$ cat src/rtl/spi_xfer_sequencer_pkg.sv
// Shared constants for the SPI SFR sequencer: SFR address map, status/control bit
// positions and the sequencer state encoding.
package spi_xfer_sequencer_pkg;

  localparam logic [1:0] ADDR_CR1 = 2'b00;
  localparam logic [1:0] ADDR_CR2 = 2'b01;
  localparam logic [1:0] ADDR_BR  = 2'b10;
  localparam logic [1:0] ADDR_DR1 = 2'b11;

  localparam logic [2:0] ADDR_NONE = 3'b000;
  localparam logic [2:0] ADDR_SR   = 3'b011;
  localparam logic [2:0] ADDR_DR2  = 3'b101;

  localparam int SR_MDONE = 0;
  localparam int SR_SDONE = 1;
  localparam int SR_SSN   = 4;
  localparam int CR1_MSTR = 4;

  typedef enum logic [2:0] {
    ST_CFG_CR1,
    ST_CFG_BR,
    ST_IDLE,
    ST_LOAD,
    ST_POLL,
    ST_READ,
    ST_PUSH
  } state_e;

endpackage

$ cat src/rtl/spi_xfer_sequencer_if.sv
// Bundle of configuration, TX/RX stream and SFR bus signals around the sequencer.
// The master modport is the sequencer; the slave modport is its surroundings.
interface spi_xfer_sequencer_if;

  logic [7:0] cfg_cr1;
  logic [7:0] cfg_br;
  logic       cfg_load;
  logic       tx_valid;
  logic [7:0] tx_data;
  logic       tx_ready;
  logic       rx_valid;
  logic [7:0] rx_data;
  logic       rx_ready;
  logic [1:0] sfraddr_w;
  logic       sfrwe;
  logic [7:0] spidata_o;
  logic [2:0] sfraddr_r;
  logic [7:0] sfr_data_i;
  logic       busy;
  logic       timeout;

  modport master (
    input  cfg_cr1, cfg_br, cfg_load, tx_valid, tx_data, rx_ready, sfr_data_i,
    output tx_ready, rx_valid, rx_data, sfraddr_w, sfrwe, spidata_o, sfraddr_r, busy, timeout
  );

  modport slave (
    output cfg_cr1, cfg_br, cfg_load, tx_valid, tx_data, rx_ready, sfr_data_i,
    input  tx_ready, rx_valid, rx_data, sfraddr_w, sfrwe, spidata_o, sfraddr_r, busy, timeout
  );

endinterface

$ cat src/rtl/spi_xfer_sequencer_rd_wait.sv
// Read-latency down-counter: reloads when the SFR read address changes and reports
// when the registered read data reflects the new address.
module spi_xfer_sequencer_rd_wait #(
  parameter int RD_LAT = 2
) (
  input  logic clk,
  input  logic rst_n,
  input  logic load_i,
  output logic expired_o
);

  localparam int CW = $clog2(RD_LAT + 1);

  logic [CW-1:0] cnt_q, cnt_d;

  always_comb begin
    cnt_d = cnt_q;
    if (load_i) begin
      cnt_d = CW'(RD_LAT - 1);
    end else if (cnt_q != '0) begin
      cnt_d = cnt_q - CW'(1);
    end
  end

  always_ff @(posedge clk or negedge rst_n) begin
    if (!rst_n) begin
      cnt_q <= '0;
    end else begin
      cnt_q <= cnt_d;
    end
  end

  assign expired_o = (cnt_q == '0);

endmodule

$ cat src/rtl/spi_xfer_sequencer.sv
// Host-side sequencer: programs CR1/BR, then for each TX byte writes DR1, polls SR
// for the done flag, reads DR2 and hands the result out on the RX stream.
module spi_xfer_sequencer #(
  parameter int TO_CYC = 4096,
  parameter int RD_LAT = 2
) (
  input logic                   clk,
  input logic                   rst_n,
  spi_xfer_sequencer_if.master  bus_if
);

  import spi_xfer_sequencer_pkg::*;

  localparam int TW = (TO_CYC > 1) ? $clog2(TO_CYC) : 1;
  localparam logic [TW-1:0] TMO_LAST = TW'(TO_CYC - 1);

  state_e        state_q, state_d;
  logic          pend_q, pend_d;
  logic          seen_low_q, seen_low_d;
  logic [7:0]    tx_byte_q, tx_byte_d;
  logic [TW-1:0] tmo_q, tmo_d;
  logic          timeout_q, timeout_d;
  logic [7:0]    rx_data_q, rx_data_d;
  logic          sfrwe_q, sfrwe_d;
  logic [1:0]    waddr_q, waddr_d;
  logic [7:0]    wdata_q, wdata_d;
  logic [2:0]    raddr_q, raddr_d;
  logic          tx_ready_q, tx_ready_d;
  logic          rx_valid_q, rx_valid_d;
  logic          busy_q, busy_d;
  logic          rd_expired;

  spi_xfer_sequencer_rd_wait #(.RD_LAT(RD_LAT)) u_rd_wait (
    .clk       (clk),
    .rst_n     (rst_n),
    .load_i    (raddr_d != raddr_q),
    .expired_o (rd_expired)
  );

  always_comb begin
    state_d    = state_q;
    pend_d     = pend_q | bus_if.cfg_load;
    seen_low_d = seen_low_q;
    tx_byte_d  = tx_byte_q;
    tmo_d      = tmo_q;
    timeout_d  = bus_if.cfg_load ? 1'b0 : timeout_q;
    rx_data_d  = rx_data_q;
    sfrwe_d    = 1'b0;
    waddr_d    = ADDR_CR1;
    wdata_d    = 8'h00;

    case (state_q)
      ST_CFG_CR1: begin
        sfrwe_d = 1'b1;
        waddr_d = ADDR_CR1;
        wdata_d = bus_if.cfg_cr1 | (8'h01 << CR1_MSTR);
        state_d = ST_CFG_BR;
      end
      ST_CFG_BR: begin
        sfrwe_d = 1'b1;
        waddr_d = ADDR_BR;
        wdata_d = bus_if.cfg_br;
        state_d = ST_IDLE;
      end
      ST_IDLE: begin
        if (pend_q) begin
          pend_d  = 1'b0;
          state_d = ST_CFG_CR1;
        end else if (bus_if.tx_valid && tx_ready_q) begin
          tx_byte_d = bus_if.tx_data;
          state_d   = ST_LOAD;
        end
      end
      ST_LOAD: begin
        sfrwe_d    = 1'b1;
        waddr_d    = ADDR_DR1;
        wdata_d    = tx_byte_q;
        seen_low_d = 1'b0;
        tmo_d      = '0;
        state_d    = ST_POLL;
      end
      ST_POLL: begin
        // A set flag only counts once it has been seen low, so a done bit left over
        // from the previous byte cannot end this transfer early.
        if (rd_expired) begin
          if (!bus_if.sfr_data_i[SR_MDONE]) begin
            seen_low_d = 1'b1;
          end else if (seen_low_q) begin
            state_d = ST_READ;
          end
        end
        if (state_d == ST_POLL) begin
          if (tmo_q == TMO_LAST) begin
            timeout_d = 1'b1;
            rx_data_d = 8'hFF;
            state_d   = ST_PUSH;
          end else begin
            tmo_d = tmo_q + TW'(1);
          end
        end
      end
      ST_READ: begin
        if (rd_expired) begin
          rx_data_d = bus_if.sfr_data_i;
          state_d   = ST_PUSH;
        end
      end
      ST_PUSH: begin
        if (bus_if.rx_ready) begin
          state_d = ST_IDLE;
        end
      end
      default: state_d = ST_CFG_CR1;
    endcase

    if (state_d == ST_POLL) begin
      raddr_d = ADDR_SR;
    end else if (state_d == ST_READ) begin
      raddr_d = ADDR_DR2;
    end else begin
      raddr_d = ADDR_NONE;
    end

    tx_ready_d = (state_d == ST_IDLE) && !pend_d;
    rx_valid_d = (state_d == ST_PUSH);
    busy_d     = (state_d != ST_IDLE);
  end

  always_ff @(posedge clk or negedge rst_n) begin
    if (!rst_n) begin
      state_q    <= ST_CFG_CR1;
      pend_q     <= 1'b0;
      seen_low_q <= 1'b0;
      tx_byte_q  <= 8'h00;
      tmo_q      <= '0;
      timeout_q  <= 1'b0;
      rx_data_q  <= 8'h00;
      sfrwe_q    <= 1'b0;
      waddr_q    <= ADDR_CR1;
      wdata_q    <= 8'h00;
      raddr_q    <= ADDR_NONE;
      tx_ready_q <= 1'b0;
      rx_valid_q <= 1'b0;
      busy_q     <= 1'b0;
    end else begin
      state_q    <= state_d;
      pend_q     <= pend_d;
      seen_low_q <= seen_low_d;
      tx_byte_q  <= tx_byte_d;
      tmo_q      <= tmo_d;
      timeout_q  <= timeout_d;
      rx_data_q  <= rx_data_d;
      sfrwe_q    <= sfrwe_d;
      waddr_q    <= waddr_d;
      wdata_q    <= wdata_d;
      raddr_q    <= raddr_d;
      tx_ready_q <= tx_ready_d;
      rx_valid_q <= rx_valid_d;
      busy_q     <= busy_d;
    end
  end

  assign bus_if.tx_ready  = tx_ready_q;
  assign bus_if.rx_valid  = rx_valid_q;
  assign bus_if.rx_data   = rx_data_q;
  assign bus_if.sfraddr_w = waddr_q;
  assign bus_if.sfrwe     = sfrwe_q;
  assign bus_if.spidata_o = wdata_q;
  assign bus_if.sfraddr_r = raddr_q;
  assign bus_if.busy      = busy_q;
  assign bus_if.timeout   = timeout_q;

endmodule

$ cat src/flat_wrapper.sv
// flat-port wrapper written by rule: the top's interface ports become plain ports
module spi_xfer_sequencer_flat import spi_xfer_sequencer_pkg::*;
#(
  parameter int TO_CYC = 4096,
  parameter int RD_LAT = 2
)
  (clk, rst_n, bus_if_cfg_cr1, bus_if_cfg_br, bus_if_cfg_load, bus_if_tx_valid, bus_if_tx_data, bus_if_rx_ready, bus_if_sfr_data_i, bus_if_tx_ready, bus_if_rx_valid, bus_if_rx_data, bus_if_sfraddr_w, bus_if_sfrwe, bus_if_spidata_o, bus_if_sfraddr_r, bus_if_busy, bus_if_timeout);
  spi_xfer_sequencer_if bus_if_i ();
  input logic clk;
  input logic rst_n;
  input wire logic [$bits(bus_if_i.cfg_cr1)-1:0] bus_if_cfg_cr1;
  input wire logic [$bits(bus_if_i.cfg_br)-1:0] bus_if_cfg_br;
  input wire logic [$bits(bus_if_i.cfg_load)-1:0] bus_if_cfg_load;
  input wire logic [$bits(bus_if_i.tx_valid)-1:0] bus_if_tx_valid;
  input wire logic [$bits(bus_if_i.tx_data)-1:0] bus_if_tx_data;
  input wire logic [$bits(bus_if_i.rx_ready)-1:0] bus_if_rx_ready;
  input wire logic [$bits(bus_if_i.sfr_data_i)-1:0] bus_if_sfr_data_i;
  output wire logic [$bits(bus_if_i.tx_ready)-1:0] bus_if_tx_ready;
  output wire logic [$bits(bus_if_i.rx_valid)-1:0] bus_if_rx_valid;
  output wire logic [$bits(bus_if_i.rx_data)-1:0] bus_if_rx_data;
  output wire logic [$bits(bus_if_i.sfraddr_w)-1:0] bus_if_sfraddr_w;
  output wire logic [$bits(bus_if_i.sfrwe)-1:0] bus_if_sfrwe;
  output wire logic [$bits(bus_if_i.spidata_o)-1:0] bus_if_spidata_o;
  output wire logic [$bits(bus_if_i.sfraddr_r)-1:0] bus_if_sfraddr_r;
  output wire logic [$bits(bus_if_i.busy)-1:0] bus_if_busy;
  output wire logic [$bits(bus_if_i.timeout)-1:0] bus_if_timeout;
  assign bus_if_i.cfg_cr1 = bus_if_cfg_cr1;
  assign bus_if_i.cfg_br = bus_if_cfg_br;
  assign bus_if_i.cfg_load = bus_if_cfg_load;
  assign bus_if_i.tx_valid = bus_if_tx_valid;
  assign bus_if_i.tx_data = bus_if_tx_data;
  assign bus_if_i.rx_ready = bus_if_rx_ready;
  assign bus_if_i.sfr_data_i = bus_if_sfr_data_i;
  assign bus_if_tx_ready = bus_if_i.tx_ready;
  assign bus_if_rx_valid = bus_if_i.rx_valid;
  assign bus_if_rx_data = bus_if_i.rx_data;
  assign bus_if_sfraddr_w = bus_if_i.sfraddr_w;
  assign bus_if_sfrwe = bus_if_i.sfrwe;
  assign bus_if_spidata_o = bus_if_i.spidata_o;
  assign bus_if_sfraddr_r = bus_if_i.sfraddr_r;
  assign bus_if_busy = bus_if_i.busy;
  assign bus_if_timeout = bus_if_i.timeout;
  spi_xfer_sequencer #(.TO_CYC(TO_CYC), .RD_LAT(RD_LAT)) u_core (.clk(clk), .rst_n(rst_n), .bus_if(bus_if_i));
endmodule
$ cat config.mk
export PLATFORM = sky130hd
export DESIGN_NAME = spi_xfer_sequencer_flat
export DESIGN_NICKNAME = d
export VERILOG_FILES = /design/src/rtl/spi_xfer_sequencer_pkg.sv /design/src/rtl/spi_xfer_sequencer_if.sv /design/src/rtl/spi_xfer_sequencer_rd_wait.sv /design/src/rtl/spi_xfer_sequencer.sv /design/src/flat_wrapper.sv
export SDC_FILE = /design/constraint.sdc
export NUM_CORES = 1
export LEC_CHECK = 0
export CAP_MARGIN = 20
export CELL_PAD_IN_SITES_DETAIL_PLACEMENT = 1
export CELL_PAD_IN_SITES_GLOBAL_PLACEMENT = 2
export CORE_AREA = 2 2 89 91
export CTS_BUF_LIST = sky130_fd_sc_hd__clkbuf_4
export DETAILED_ROUTE_END_ITERATION = 10
export DIE_AREA = 0 0 91 93
export PLACE_DENSITY_LB_ADDON = 0.1
export SLEW_MARGIN = 20
export SYNTH_ARGS = -nofsm -noshare
export SYNTH_HDL_FRONTEND = slang
export SYNTH_HIERARCHICAL = 1
export SYNTH_SLANG_ARGS = --single-unit
$ cat constraint.sdc
create_clock -name clk -period 6.6 [get_ports clk]
set_clock_uncertainty 0.1 [all_clocks]
set_input_delay 1.32 -clock clk [delete_from_list [all_inputs] [get_ports clk]]
set_output_delay 1.32 -clock clk [all_outputs]
set_load 0.02 [all_outputs]
After elaboration in Yosys (flattened, before gate mapping)
Cells that the tools add are included.
{"block": "word_totals", "reg_bits": 53, "wordCells": 87}
{"block": "classes", "n_addsub": 2, "reduce_logical": 14, "n_mux": 34, "eq_ne": 20, "n_bitwise": 2}
{"operator": "$mux 3", "count": 12}
{"operator": "$mux 12", "count": 2}
{"operator": "$mux 8", "count": 3}
{"operator": "$pmux 12 s2", "count": 1}
{"operator": "$pmux 8 s3", "count": 1}
{"operator": "$eq 3x3->1 const B", "count": 7}
{"operator": "$pmux 3 s7", "count": 1}
{"operator": "$pmux 8 s2", "count": 1}
{"operator": "$add 12x1->12 const B", "count": 1}
{"operator": "$eq 12x12->1 const B", "count": 1}
{"operator": "$eq 3x2->1 const B", "count": 3}
{"operator": "$mux 1", "count": 9}
{"operator": "$reduce_and 3->1", "count": 3}
{"operator": "$ne 2x1->1 const B", "count": 4}
{"operator": "$reduce_bool 2->1", "count": 4}
{"operator": "$mux 2", "count": 2}
{"operator": "$ne 2x2->1 const B", "count": 2}
{"operator": "$pmux 2 s2", "count": 1}
{"operator": "$reduce_and 4->1", "count": 1}
{"operator": "$eq 3x1->1 const B", "count": 1}
{"operator": "$logic_not 3->1", "count": 1}
{"operator": "$ne 3x2->1 const B", "count": 1}
{"operator": "$ne 3x3->1", "count": 1}
{"operator": "$reduce_or 3->1", "count": 1}
{"operator": "7 further kinds", "count": 8}

Depth between registers and ports, before layout
{"block": "depth", "ltp_word": 12, "mapped_depth": 10}

Modules after synthesis
Netlist, hierarchy kept.
{"mod": "spi_xfer_sequencer", "area_per_inst_um2": 2392.3, "instances": 1, "cells_per_inst": 221, "seq_area_each_um2": 1276.2}
{"mod": "spi_xfer_sequencer_rd_wait", "area_per_inst_um2": 98.8, "instances": 1, "cells_per_inst": 9, "seq_area_each_um2": 50.0}

Least setup slack after synthesis
OpenSTA, ideal clock, no wires.
{"block": "synth_path", "path_kind": "input port to flip-flop", "from": "input port bus_if_sfr_data_i[0]", "to": "register u_core.u_rd_wait.cnt_q[0]", "n_path_buf": 0, "setup_slack_ps": 3854, "required_ps": 6379, "cell_stages": 6, "arrival_ps": 2525, "cell_sequence": "nand3_1 > a221o_2 > a21o_1 > a211oi_1 > o21ai_1 > nand2b_1"}
{"block": "synth_via", "elab_chain_len": 11, "word_cells_on_any_way": 14, "cone_classes": "eq/ne (4); mux (9); reduce/logical (1)"}
{"item": "from (decl)", "line_no": "flat_wrapper.sv:17", "text": "input wire logic [$bits(bus_if_i.sfr_data_i)-1:0] bus_if_sfr_data_i;"}
{"item": "$mux 3 (*)", "line_no": "spi_xfer_sequencer.sv:86", "text": "if (!bus_if.sfr_data_i[SR_MDONE]) begin"}
{"item": "$mux 3 (*)", "line_no": "spi_xfer_sequencer.sv:85", "text": "if (rd_expired) begin"}
{"item": "$mux 3 (*)", "line_no": "spi_xfer_sequencer.sv:52", "text": "case (state_q)"}
{"item": "$eq 3x3->1 or $mux 3 (tied branches)", "line_no": "spi_xfer_sequencer.sv:92, spi_xfer_sequencer.sv:93"}
{"item": "$mux 3 (*)", "line_no": "spi_xfer_sequencer.sv:92", "text": "if (state_d == ST_POLL) begin"}
{"item": "$pmux 3 s7 (*)", "line_no": "spi_xfer_sequencer.sv:52"}
{"item": "$eq 3x3->1", "line_no": "spi_xfer_sequencer.sv:118", "text": "end else if (state_d == ST_READ) begin"}
{"item": "$mux 3", "line_no": "spi_xfer_sequencer.sv:118"}
{"item": "$mux 3 (*)", "line_no": "spi_xfer_sequencer.sv:116", "text": "if (state_d == ST_POLL) begin"}
{"item": "$ne 3x3->1 (*)", "line_no": "spi_xfer_sequencer.sv:36", "text": ".load_i (raddr_d != raddr_q),"}
{"item": "$mux 2 or $reduce_bool 2->1 (tied branches)"}
{"item": "to (signal assigned)", "line_no": "spi_xfer_sequencer_rd_wait.sv:29", "text": "cnt_q <= cnt_d;"}
{"item": "to (decl)", "line_no": "spi_xfer_sequencer_rd_wait.sv:14", "text": "logic [CW-1:0] cnt_q, cnt_d;"}
Every way passes the cells marked *; elsewhere a longest branch is shown, timed or not. The select of a mux whose other input is x is not followed.
A chain may end at the register's enable or synchronous reset.

Final worst setup path
{"block": "layout_path", "from": "input port bus_if_sfr_data_i[0]", "to": "register u_core.u_rd_wait.cnt_q[1]"}
Same word-level chain as after synthesis.

==> flow_summary.toml <==
[synth]
synth_cell_types = 52
synth_top_family_by_area = "simple AND/OR/NAND/NOR gates"
synth_compound_area_share_pct = 16.27
synth_top_area_share_pct = 53.24
ys_seq_area_share_pct = 53.24
ys_top_cells_by_area = "dfrtp_1 (53%), a21oi_1 (3.6%), mux2_2 (3.6%), nor2_1 (3.5%), mux2i_1 (2.8%)"
synth-xor-area-share_pct = 0.7032
synthAdderAreaFrac_pct = 1.005
synthArstFlopShare_pct = 100.0
ys_ff_latch = 53
avgSynthCellArea_um2 = 10.83
syn_inst = 230
synth_mux_area_share_pct = 6.881
synth-simple-area-share_pct = 17.03
ys_warn_count = 6
yosys.area.top_type = "dfrtp_1"
synthesis.nets = 269
synth_edf_count = 0
ys.flop_type = "dfrtp_1"
synth_area_mm2 = 0.002491

[worst_setup_path]
slowest_delay_ns = 0.53
crit_slowest_cell = "clkdlybuf4s50_1"
cp.arrival_ns = 3.33
critPathMostFrequentCell = "a211oi_1"
crit_required_ns = 6.79
path_cells = "clkdlybuf4s50_1 -> nand3_1 -> a221o_2 -> a21o_1 -> a211oi_1 -> o21ai_1 -> a211oi_1"
worst-setup-path-type = "in -> reg"
path_max_fanout = 6
critical_path.startpoint_type = "primary input"
end_kind = "register"

[timing]
fin_tns_setup_ns = 0
finalMaxSlewViolations = 0
fmaxAchievable_ghz = 0.3181
fin_crit_ns = 3.144
rsz0062_at_grt = "false"
hold_violations = 0
slew_headroom_pct = 38.11
tightest_slew_ns = 0.9283
period_share_pct = 47.63
setup_slack_ns = 3.456
setup_viol = 0

[floorplan]
core_mm2 = 0.007527
die_h_um = 93
ios = 63
start_util_pct = 33.10
design.die.area_mm2 = 0.008463
chipWidth_um = 91
rows = 32

[clock_tree]
ctsHoldBuffers = 0
clk_pin_slew_ns = 0.16
cts_resized = 0
htreeDepth = 2
cts_made_buffers = 5
insertion_delay_ns = 0.37
cts_tree = "done"
cts.path.max_buffers = 2
cts_root_buffer = "clkbuf_4"
cts_sinks = 53
postCtsSetupBuffers = 0

[drt]
ant_nets = 0
vias_per_cell = 5.020
first_iter_violations = 72
drcViolationCount = 0
first_pass_iters = 4
routedWlPerCell_um = 15.86
vias = 1963
wl_mm = 6.201

[global_route]
track_usage_pct = 15.40
antenna_found_initial = 0
grt_max_degree = 54
grt_first_pass_wirelength_mm = 10.51
grt.overflow.total = 0
first_global_vias = 2111

[job]
maxCapViolations = 0

[layout]
fill_cells = 872
nNetsFinal = 327
fin_cells = 391
most-common-layout-cells = "clkdlybuf4s50_1 (60), dfrtp_1 (53), nor2_1 (23), a21oi_1 (18)"
drive_gt1_share_pct = 9.689
diodes = 0
final_common_cell = "clkdlybuf4s50_1"
area_growth_pct = 28.98

[power]
vdd_drop_max_v = 0.0001920
leakage_nw = 1.352
p_per_area_mw_per_mm2 = 382.2

[place]
placed_cells = 383
gp_congestion = 0.6710
place_ws_ns = 3.036
portBuffers = 61
dp_hpwl_mm = 4.278

[min_path]
hp-class = "reg -> reg"

[status]
status = "completed"
state kept, by name, indices dropped and copies added (netlist names):
name                     flops
u_core/tmo_q                12
u_core/bus_if.rx_data        8
u_core/bus_if.spidata_o      8
u_core/tx_byte_q             8
u_core/bus_if.sfraddr_r      3
u_core/state_q               3
u_core/bus_if.sfraddr_w      2
u_core/u_rd_wait/cnt_q       2
u_core/bus_if.busy           1
u_core/bus_if.rx_valid       1
u_core/bus_if.sfrwe          1
u_core/bus_if.timeout        1
u_core/bus_if.tx_ready       1
u_core/pend_q                1
u_core/seen_low_q            1
Yosys cell counts, types with 2 or more instances:
master,instances
a211oi_1,2
a21oi_1,18
a221oi_1,2
a31oi_1,2
and2_1,3
and3_1,3
buf_6,4
clkbuf_1,5
dfrtp_1,53
ha_1,2
inv_1,10
inv_2,2
mux2_2,8
mux2i_1,7
nand2_1,10
nand2b_1,4
nand3_1,8
nand4_1,2
nor2_1,23
nor2b_1,3
o21ai_0,8
o22a_1,8
o22ai_1,2
o31ai_1,7
or3_1,2
or4_1,6
power by group:
part / leakage, nW / switching, mW / total (mW) / internal [mW]
clock: 0.0292 / 0.107 / 0.148 / 0.0420
sequential: 0.677 / 0.107 / 0.524 / 0.417
combinational: 0.646 / 0.294 / 0.556 / 0.261
total: 1.35 / 0.508 / 1.23 / 0.720
worst max-delay path: cells and delay by family:
family          cells  cell delay [ns]
simple gates        1             0.26
buf+inv             1             0.53
compound gates      5             1.24
kinds of logic (layout without fill, tap and decap cells):
| family | after synthesis | after routing |
|---|---|---|
| xor+xnor | 2 | 2 |
| flops | 53 | 53 |
| fa+ha+maj | 2 | 2 |
| simple gates | 75 | 75 |
| mux | 16 | 16 |
| buf+inv | 23 | 82 |
| compound gates | 59 | 59 |
path summary, 6_finish.rpt:
kind                                          startpoint                         end  slack [ns]  cells after the start
worst max-delay path                bus_if_sfr_data_i[0]   u_core/u_rd_wait/cnt_q[1]        3.46                      7
worst min-delay path            u_core/bus_if.rx_data[4]    u_core/bus_if.rx_data[4]        0.41                      1
worst max register to register         u_core/state_q[0]            u_core/tmo_q[11]        3.78                      6
worst min register to register  u_core/bus_if.rx_data[4]    u_core/bus_if.rx_data[4]        0.41                      1
max in group asynchronous                          rst_n           u_core/state_q[0]        4.98                      2
min in group asynchronous                          rst_n  u_core/bus_if.spidata_o[3]        0.95                      2
metrics by stage:
stage / cell area (µm²) / utilization, % / hold slack, ns / total power [mW]
after floorplan: 2491 / - / 0.3584 / 0.8724
after global placement: 3156 / 41.92 / 0.3694 / 1.082
after detailed placement: 3156 / 41.92 / 0.3763 / 1.092
after CTS: 3213 / 42.69 / 0.4151 / 1.248
after global routing: 3213 / 42.69 / 0.4249 / 1.319
final: 3213 / 42.69 / 0.4074 / 1.228
final cells by class:
class                   count  area [µm²]  share of cell area, %
well taps                 102       127.6                  3.972
flip-flops and latches     53        1326                  41.28
clock inverters             3       20.02                 0.6231
multi-input cells         154        1044                  32.48
repair buffers             62       613.1                  19.08
clock buffers               5       37.54                  1.168
inverters                  12       45.04                  1.402
metal layers:
metal	up-vias	part of all wire, %	wire length [µm]	global-route usage, %
li1	942	-	-	-
met1	980	49	3063	20.73
met2	39	46	2873	25.49
met3	2	3.8	233	3.546
met4	0	0.50	31	3.409
met5	-	0	0	0
No activity file was read; power rests on OpenSTA's default activity.
